===== config.mk =====
export PLATFORM = sky130hd
export DESIGN_NAME = palindrome_win_det
export DESIGN_NICKNAME = d
export VERILOG_FILES = /design/src/rtl/palindrome_win_det.sv
export SDC_FILE = /design/constraint.sdc
export NUM_CORES = 1
export LEC_CHECK = 0
export ABC_AREA = 1
export ABC_CLOCK_PERIOD_IN_PS = 1350
export BUFFER_PORTS_ARGS = -buffer_cell sky130_fd_sc_hd__buf_2
export CORE_AREA = 2 2 39 41
export DETAILED_ROUTE_END_ITERATION = 16
export DIE_AREA = 0 0 41 43
export SYNTH_ARGS = -nofsm -noshare
export SYNTH_HDL_FRONTEND = slang
export SYNTH_SLANG_ARGS = --single-unit

===== constraint.sdc =====
create_clock -name clk -period 1.35 [get_ports clk]
set_input_delay 0.0675 -clock clk [delete_from_list [all_inputs] [get_ports clk]]
set_output_delay 0.0675 -clock clk [all_outputs]
set_load 0.02 [all_outputs]

===== src/rtl/palindrome_win_det.sv =====
// Streaming palindrome detector over the last WIN accepted bits of a serial stream.
// Optional saturating hit counter compiled in with `define PALIN_HIT_CNT_EN.
module palindrome_win_det #(
    parameter int WIN   = 3,
    parameter int HIT_W = 8
) (
    input  logic             clk,
    input  logic             reset,
    input  logic             valid_i,
    input  logic             x_i,
    input  logic             clear_i,
    output logic             palindrome_o,
    output logic             filled_o,
`ifdef PALIN_HIT_CNT_EN
    output logic [HIT_W-1:0] hit_cnt_o,
`endif
    output logic [1:0]       fill_state_o
);

    // Handshake: x_i is consumed on a rising edge where valid_i=1 and clear_i=0;
    // there is no backpressure, the detector accepts every offered bit.

    typedef enum logic [1:0] {
        ST_EMPTY   = 2'd0,
        ST_FILLING = 2'd1,
        ST_FULL    = 2'd2
    } fill_state_t;

    localparam int                FILL_W   = $clog2(WIN);
    localparam logic [FILL_W-1:0] FILL_MAX = FILL_W'(WIN - 1);
    localparam logic [FILL_W-1:0] FILL_ONE = FILL_W'(1);

    generate
        if (WIN < 2 || WIN > 64 || HIT_W < 1) begin : g_param_check
            $error("palindrome_win_det: WIN must be 2..64 and HIT_W >= 1");
        end
    endgenerate

    fill_state_t       state_q, state_d;
    logic [FILL_W-1:0] fill_q, fill_d;
    logic [WIN-2:0]    hist_q, hist_d, hist_shift;
    logic [WIN-1:0]    win_w;
    logic [WIN/2-1:0]  pair_eq;
    logic              match;

    generate
        if (WIN == 2) begin : g_hist_one
            assign hist_shift = x_i;
        end else begin : g_hist_many
            assign hist_shift = {hist_q[WIN-3:0], x_i};
        end
    endgenerate

    // win_w[0] is the oldest bit in the window, win_w[WIN-1] the incoming one.
    assign win_w[WIN-1] = x_i;
    generate
        for (genvar k = 0; k < WIN - 1; k++) begin : g_win
            assign win_w[k] = hist_q[WIN-2-k];
        end
        for (genvar k = 0; k < WIN / 2; k++) begin : g_pair
            assign pair_eq[k] = (win_w[k] == win_w[WIN-1-k]);
        end
    endgenerate

    assign match        = &pair_eq;
    assign filled_o     = (fill_q == FILL_MAX);
    assign palindrome_o = valid_i & filled_o & ~clear_i & match;
    assign fill_state_o = state_q;

    always_comb begin
        state_d = state_q;
        fill_d  = fill_q;
        hist_d  = hist_q;
        if (clear_i) begin
            state_d = ST_EMPTY;
            fill_d  = '0;
            hist_d  = '0;
        end else if (valid_i) begin
            hist_d = hist_shift;
            case (state_q)
                ST_EMPTY: begin
                    fill_d  = FILL_ONE;
                    state_d = (FILL_ONE == FILL_MAX) ? ST_FULL : ST_FILLING;
                end
                ST_FILLING: begin
                    fill_d  = fill_q + FILL_ONE;
                    state_d = ((fill_q + FILL_ONE) == FILL_MAX) ? ST_FULL : ST_FILLING;
                end
                ST_FULL: begin
                    fill_d  = FILL_MAX;
                    state_d = ST_FULL;
                end
                default: begin
                    fill_d  = '0;
                    state_d = ST_EMPTY;
                end
            endcase
        end
    end

    always_ff @(posedge clk) begin
        if (!reset) begin
            state_q <= ST_EMPTY;
            fill_q  <= '0;
            hist_q  <= '0;
        end else begin
            state_q <= state_d;
            fill_q  <= fill_d;
            hist_q  <= hist_d;
        end
    end

`ifdef PALIN_HIT_CNT_EN
    logic [HIT_W-1:0] cnt_q, cnt_d;

    // Saturates rather than wraps so a long run of hits never reads as few.
    always_comb begin
        cnt_d = cnt_q;
        if (clear_i) begin
            cnt_d = '0;
        end else if (palindrome_o && (cnt_q != {HIT_W{1'b1}})) begin
            cnt_d = cnt_q + HIT_W'(1);
        end
    end

    always_ff @(posedge clk) begin
        if (!reset) begin
            cnt_q <= '0;
        end else begin
            cnt_q <= cnt_d;
        end
    end

    assign hit_cnt_o = cnt_q;
`endif

endmodule


* Word level (Yosys, flattened, before mapping)
Cells that the tools add are included.
Storage, ports and cells: flip-flop bits (word level) 6, bits of input ports 5, output and inout port bits 4, word-level logic and storage cells 19
Cells by class: add/subtract/negate cells 1, equality and inequality tests 5, multiplexer cells 3, bitwise logic cells 5, reduce and logical (&&, ||, !) cells 2
Operators with widths (number):
- case mux 2 bit (3 select lines) | 2
- == test 2 bit, second input constant | 3
- AND 1 bit | 3
- adder 2 x 1 -> 2 bit, second input constant | 1
- == test 2 x 1 -> 1 bit, second input constant | 1
- zero test 2 bit | 1
- 2-to-1 mux 2 bit | 1
- inverter 1 bit | 2
- OR reduction 2 bit | 1
- == test 1 bit | 1

* Longest topological paths before layout
Gate-level depths: netlist of run 1.
depth in word-level cells 4, mapped depth 6, mapped depth without buffers 6

* Worst setup path after synthesis of run 1
No wires, ideal clock.
path type register -> output, from register fill_q[0], to output port palindrome_o, arrival 1041 ps, required time 1283 ps, slack 241 ps, stages on the path, launching flop included 5, path buffers 0, path through dfxtp_1 inv_1 ha_1 nand3_1 nor2_1
On the way: longest elaborated chain between the ends 4
RTL lines:
- from (decl) | RTL line 40 | logic [FILL_W-1:0] fill_q, fill_d;
- from (signal assigned) | RTL line 108 | fill_q <= fill_d;
- == test 2 bit | RTL line 66 | assign filled_o = (fill_q == FILL_MAX);
- named net filled_o | RTL line 13 | output logic filled_o,
- AND 1 bit (3 in series) | RTL line 67 | assign palindrome_o = valid_i & filled_o & ~clear_i & match;
- to (decl) | RTL line 12 | output logic palindrome_o,
The timed path passes the listed nets, and every way through them passes these cells.

* Worst setup path in the final report of run 1
from register fill_q[0], to output port palindrome_o
On the way: longest elaborated chain between the ends 4
RTL lines (RTL line):
- == test 2 bit | 66
- AND 1 bit (3 in series) | 67
Every way passes these cells.

==> results.yml, run 1 <==
clock_tree:
  cts-resized-gates: 0
  clk_latency_ns: 0.25
  number_of_buffers_between_clock_root_and_the_deepest_sink: 2
  cts-hold-fix-buffers: 0
  clkSlewWorstSetupHoldPaths_ns: 0.05
  clock-root-buffer: "sky130_fd_sc_hd__clkbuf_4"
  clock_sink_count: 6
  total_cts_buffers: 3
  cts_tree: "yes"
  number_of_levels_the_h_tree_was_split_into: 1
  post_cts_buffers: 0
synthesis:
  mappedNetlistArea_um2: 306.5
  syn_nets: 52
  yosysWarningCount: 0
  synth.yosys.seq_area_share: 0.3918
  post-synth-top-area-fraction: 0.3918
  yosys.cell_types.count: 10
  top_cells_by_area_in_the_synthesized_netlist: "sky130_fd_sc_hd__dfxtp_1 39%, sky130_fd_sc_hd__nand2_1 22%, sky130_fd_sc_hd__a21oi_1 9.8%, sky130_fd_sc_hd__inv_1 8.6%, sky130_fd_sc_hd__ha_1 8.2%"
  synth_area_leader_cell: "sky130_fd_sc_hd__dfxtp_1"
  yosys_register_bits: 6
  syn_inst_count: 45
  synth.avg_cell_area_um2: 6.812
timing:
  final_clock_period_utilization_by_the_worst_path: 0.9022
  worst_rel_slew_slack: 0.8629
  worst-slew-pin-transition_ns: 0.2051
  finalClockSkew_ns: 0.003002
  final_period_minus_worst_setup_slack_ns: 1.218
  maxSlewViolCount: 0
  fin_worst_hold_slack_ns: 0.08881
  fin_tns_setup_ns: 0
  timing_hold_violations_final: 0
  report.final.setup_viol: 0
  max_freq_ghz: 0.8211
  grt_setup_unrepaired: "false"
layout:
  area_delta_synth_final_pct: 26.94
  stdcell_count: 72
  layout.cells.most_common_list: "18 x sky130_fd_sc_hd__nand2_1, 8 x sky130_fd_sc_hd__buf_2, 7 x sky130_fd_sc_hd__inv_1"
  drive_gt1_frac: 0.2321
  finish.net_count: 65
  most_common_cell_after_layout_fill_and_taps_aside: "sky130_fd_sc_hd__nand2_1"
  nFillCells: 154
  finalCoreUtilization: 0.2812
  num_antenna_cells: 0
drt:
  avgRoutedWirePerCell_um: 8.500
  routed_wl_um: 612
  drc: 0
  count_of_tritonroute_iterations_in_the_first_routing_pass: 4
  routed_via_density: 4.083
  via_count: 294
  drt_iter0_drc: 1
  ant_nets: 0
power:
  power_after_layout_uw: 400.1
  static_leak_uw: 0.0002025
  gate_power_share: 0.100
  power_report.internal_total_uw: 298.9
  ir_drop_mv: 0.4368
  sequentialPowerShare: 0.467
  p_per_area_nw_per_um2: 1028
  switching_share: 0.2528
  power.clock.fraction: 0.432
  net-switching-power_uw: 101.1
floorplanning:
  std_cell_rows: 14
  core_region_area_um2: 1384
  design.portCount: 9
  chipWidth_um: 41
  floorplan.die.height_um: 43
  die_area_um2: 1763
  start_util: 0.2215
critical_path:
  critical_path.startpoint_type: "flop"
  worst_ep_arrival_time_ns: 1.15
  setup.worst_path.end_class: "output pin"
  timing.critical_path.required_ns: 1.28
  worst-path-max-fanout: 4
  crit-reg2reg-launch: "fill_q[0]"
  reg2reg_slack_ns: 0.33
  worst-setup-path-type: "flop to output pin"
  r2r.worst_path.cells: 5
  rr_endpoint: "fill_q[1]"
global_route:
  largest_net_degree_at_the_start_of_global_routing: 7
  antenna_found_initial: 0
  grt_overflow_total: 0
  first_global_vias: 238
  globalRouteTotalUtil: 0.09759
  grt_first_pass_wirelength_um: 959
placement:
  detailedPlacementHpwl_um: 433.3
  placedCellCount: 69
  count_of_buffers_inserted_at_the_top_level_ports: 8
  gpl.final_weighted_congestion: 0.7168
run:
  cap_viol_max_count: 0
worst_hold_path:
  holdCritPathClass: "input pin to flop"
  min_delay_worst_endpoint: "hist_q[0]"
  hp-start: "x_i"
  hold-path-cell-count: 3
run_status:
  outcome: "finished, final reports clean"
-- cells by family after synthesis --
family          synth area share
xor+xnor                 0.02858
buf+inv                  0.09796
flops                     0.3919
fa+ha+maj                0.08162
compound gates           0.09796
simple gates              0.3020
-- Yosys cell counts (all sizes together) --
cell type,instances
ha,2
nand3,2
dfxtp,6
inv,8
a21oi,6
nand2,18
nor2,2
xor2,1
-- through the flow --
stage | instance area (um2) | setup slack (ns)
floorplan | 306.5 | 0.2414
global placement | 366.6 | 0.3568
detailed placement | 366.6 | 0.3384
CTS | 389.1 | 0.1142
global route | 389.1 | 0.02924
finish | 389.1 | 0.1321
-- layout make-up --
| type | instances | area, um2 | share of cell area |
|---|---|---|---|
| inverters | 8 | 30.03 | 0.07717 |
| flip-flops and latches | 6 | 120.1 | 0.3087 |
| well taps | 16 | 20.02 | 0.05145 |
| clock buffers | 3 | 22.52 | 0.05788 |
| repair buffers | 8 | 40.04 | 0.1029 |
| multi-input cells | 31 | 156.4 | 0.4019 |
-- worst max path at each step --
stage,start,to,slack (ns)
5_1_grt,fill_q[0],palindrome_o,0.03
3_3_place_gp,fill_q[0],fill_q[1],0.36
2_1_floorplan,fill_q[0],palindrome_o,0.24
4_1_cts,fill_q[0],palindrome_o,0.11
3_5_place_dp,fill_q[0],fill_q[1],0.34
6_report,fill_q[0],palindrome_o,0.13
-- worst max-delay path, stage by stage (launching register included) --
cell	delay, ns
sky130_fd_sc_hd__dfxtp_1	0.36
sky130_fd_sc_hd__inv_1	0.06
sky130_fd_sc_hd__ha_1	0.21
sky130_fd_sc_hd__nand3_1	0.08
sky130_fd_sc_hd__nor2_1	0.04
sky130_fd_sc_hd__buf_2	0.15
-- layer usage --
layer  vias up  track usage  wire [um]
li1        162            -          -
met1       117       0.1036        294
met2        11       0.1000        217
met3         4      0.07853         64
met4         0       0.1200         35
met5         -            0          0
-- power groups by stage --
stage	clock, uW	sequential [uW]	combinational [uW]
after detailed placement	0	190	40.7
after global placement	0	190	40.4
after floorplan	0	191	24.1
after CTS	184	187	40.9
after global routing	199	187	47.1
final	173	187	40.1
-- flip-flops by register name, summed over array words and instances (netlist names) --
register,flops
fill_q,2
fill_state_o,2
hist_q,2
(Power assumes the default switching activity.)
==> inputs of run 2 (changes only) <==
Settings changed: PLACE_DENSITY_LB_ADDON from default to 0.08, SKIP_LAST_GASP from default to 1.
==> run 2 against run 1 <==
- final area stayed put
- wire length increased by 7.7%
- clock-buffer cell count is the same
- global-route usage up 0.28 points
- clock power shrank 4%
- largest cell class unchanged
- largest power group unchanged
==> results.yml, run 2 (synthesized netlist as in run 1, its figures left out) <==
timing:
  fin_tns_setup_ns: 0
  fin_worst_hold_slack_ns: 0.1077
  finalClockSkew_ns: 0.0008062
  maxSlewViolCount: 0
  final_period_minus_worst_setup_slack_ns: 1.207
  final_clock_period_utilization_by_the_worst_path: 0.8941
  grt_setup_unrepaired: "false"
  final_critical_path_setup_slack_ns: 0.1430
  timing_hold_violations_final: 0
  report.final.setup_viol: 0
  worst-slew-pin-transition_ns: 0.2306
  worst_rel_slew_slack: 0.8459
  max_freq_ghz: 0.8285
power:
  power_report.internal_total_uw: 298.8
  net-switching-power_uw: 95.90
  gate_power_share: 0.105
  static_leak_uw: 0.0002025
  power_after_layout_uw: 394.7
  ir_drop_mv: 0.3915
  sequentialPowerShare: 0.475
  switching_share: 0.2430
  p_per_area_nw_per_um2: 1014
  power.clock.fraction: 0.420
critical_path:
  critical_path.max_stage_delay_ns: 0.37
  worstSetupPathDepth: 5
  cp_num_buf_inv: 2
  crit-reg2reg-launch: "fill_q[0]"
  cell_with_the_largest_stage_delay_on_the_worst_path: "sky130_fd_sc_hd__dfxtp_1"
  worst_path_dominant_cell_family: "flip-flops"
  worst-path-max-fanout: 4
  worst_ep_arrival_time_ns: 1.14
  r2r.worst_path.cells: 5
  startpoint: "fill_q[0]"
  crit_path_cell_trace: "inv_1 -> ha_1 -> nand3_1 -> nor2_1 -> buf_2"
  critical_path.startpoint_type: "flop"
  reg2reg_slack_ns: 0.32
  rr_endpoint: "fill_q[1]"
  timing.critical_path.required_ns: 1.28
  worst-setup-path-type: "flop to output pin"
  setup.worst_path.end_class: "output pin"
worst_hold_path:
  min_delay_worst_endpoint: "hist_q[0]"
  hp-start: "x_i"
  hold-path-cell-count: 3
  holdCritPathClass: "input pin to flop"
global_route:
  antenna_found_initial: 0
  grt_first_pass_wirelength_um: 1090
  groute.layer.met1.usage: 0.1447
  first_global_vias: 257
  grt_overflow_total: 0
  grt.busiest_layer: "met1"
  largest_net_degree_at_the_start_of_global_routing: 7
  grt_util_met2: 0.1063
  routing_usage_on_met3: 0.03141
  globalRouteTotalUtil: 0.1004
clock_tree:
  clk_latency_ns: 0.24
  post_cts_buffers: 0
  cts_tree: "yes"
  number_of_levels_the_h_tree_was_split_into: 1
  total_cts_buffers: 3
  cts-hold-fix-buffers: 0
  clock-root-buffer: "sky130_fd_sc_hd__clkbuf_4"
  cts-resized-gates: 0
  clkSlewWorstSetupHoldPaths_ns: 0.05
  number_of_buffers_between_clock_root_and_the_deepest_sink: 2
  clock_sink_count: 6
drt:
  routed_wl_um: 659
  avgRoutedWirePerCell_um: 9.153
  via_count: 293
  ant_nets: 0
  drc: 0
  routed_via_density: 4.069
  drt_iter0_drc: 12
  count_of_tritonroute_iterations_in_the_first_routing_pass: 4
floorplanning:
  core_region_area_um2: 1384
  floorplan.die.height_um: 43
  start_util: 0.2215
  die_area_um2: 1763
  std_cell_rows: 14
  design.portCount: 9
  chipWidth_um: 41
layout:
  drive_gt1_frac: 0.2321
  finish.net_count: 65
  most_common_cell_after_layout_fill_and_taps_aside: "sky130_fd_sc_hd__nand2_1"
  area_delta_synth_final_pct: 26.94
  num_antenna_cells: 0
  finalCoreUtilization: 0.2812
  layout.cells.most_common_list: "18 x sky130_fd_sc_hd__nand2_1, 8 x sky130_fd_sc_hd__buf_2, 7 x sky130_fd_sc_hd__inv_1"
run:
  cap_viol_max_count: 0
placement:
  detailedPlacementHpwl_um: 512.1
  dp_slack_ns: 0.3301
  gpl.final_weighted_congestion: 0.6177
  count_of_buffers_inserted_at_the_top_level_ports: 8
run_status:
  outcome: "finished, final reports clean"
run 2: cell counts in the layout (fill, tap and decap cells not counted):
Identical to the previous run, type by type.
run 2: worst max path at each step:
stage,endpoint,slack [ns]
floorplan,palindrome_o,0.24
global placement,fill_q[1],0.34
detailed placement,fill_q[1],0.33
CTS,palindrome_o,0.13
global route,palindrome_o,0.03
finish,palindrome_o,0.14
run 2: per-layer routing:
metal,vias up,share of wire
li1,160,-
met1,119,0.52
met2,10,0.38
met3,4,0.073
met4,0,0.026
met5,-,0
run 2: layout make-up:
cell class                      instances  area [um2]
Clock buffer                            3       22.52
Fill cell                             154       994.7
Inverter                                8       30.03
Multi-Input combinational cell         31       156.4
Sequential cell                         6       120.1
Tap cell                               16       20.02
Timing Repair Buffer                    8       40.04
run 2: worst reg2reg max path: cells and delay by family (launching register included):
kind / cells / cell delay, ns
AO/OA/AOI/OAI: 1 / 0.13
adder cells (fa/ha/maj): 1 / 0.29
buffers and inverters: 2 / 0.12
flip-flops: 1 / 0.37
AND/OR/NAND/NOR: 1 / 0.07
run 2: power by group through the flow:
| stage | Clock (uW) | Combinational [uW] | Sequential [uW] |
|---|---|---|---|
| 3_3_place_gp | 0 | 42.9 | 191 |
| 4_1_cts | 174 | 42.7 | 187 |
| 3_5_place_dp | 0 | 42.4 | 191 |
| 6_report | 166 | 41.6 | 187 |
| 2_1_floorplan | 0 | 24.1 | 191 |
| 5_1_grt | 192 | 48.6 | 188 |
run 2: through the flow:
| step | instances | area, um2 |
|---|---|---|
| 2_1_floorplan | 45 | 306.5 |
| 3_3_place_gp | 69 | 366.6 |
| 3_5_place_dp | 69 | 366.6 |
| 4_1_cts | 72 | 389.1 |
| 5_1_grt | 72 | 389.1 |
| 6_report | 72 | 389.1 |
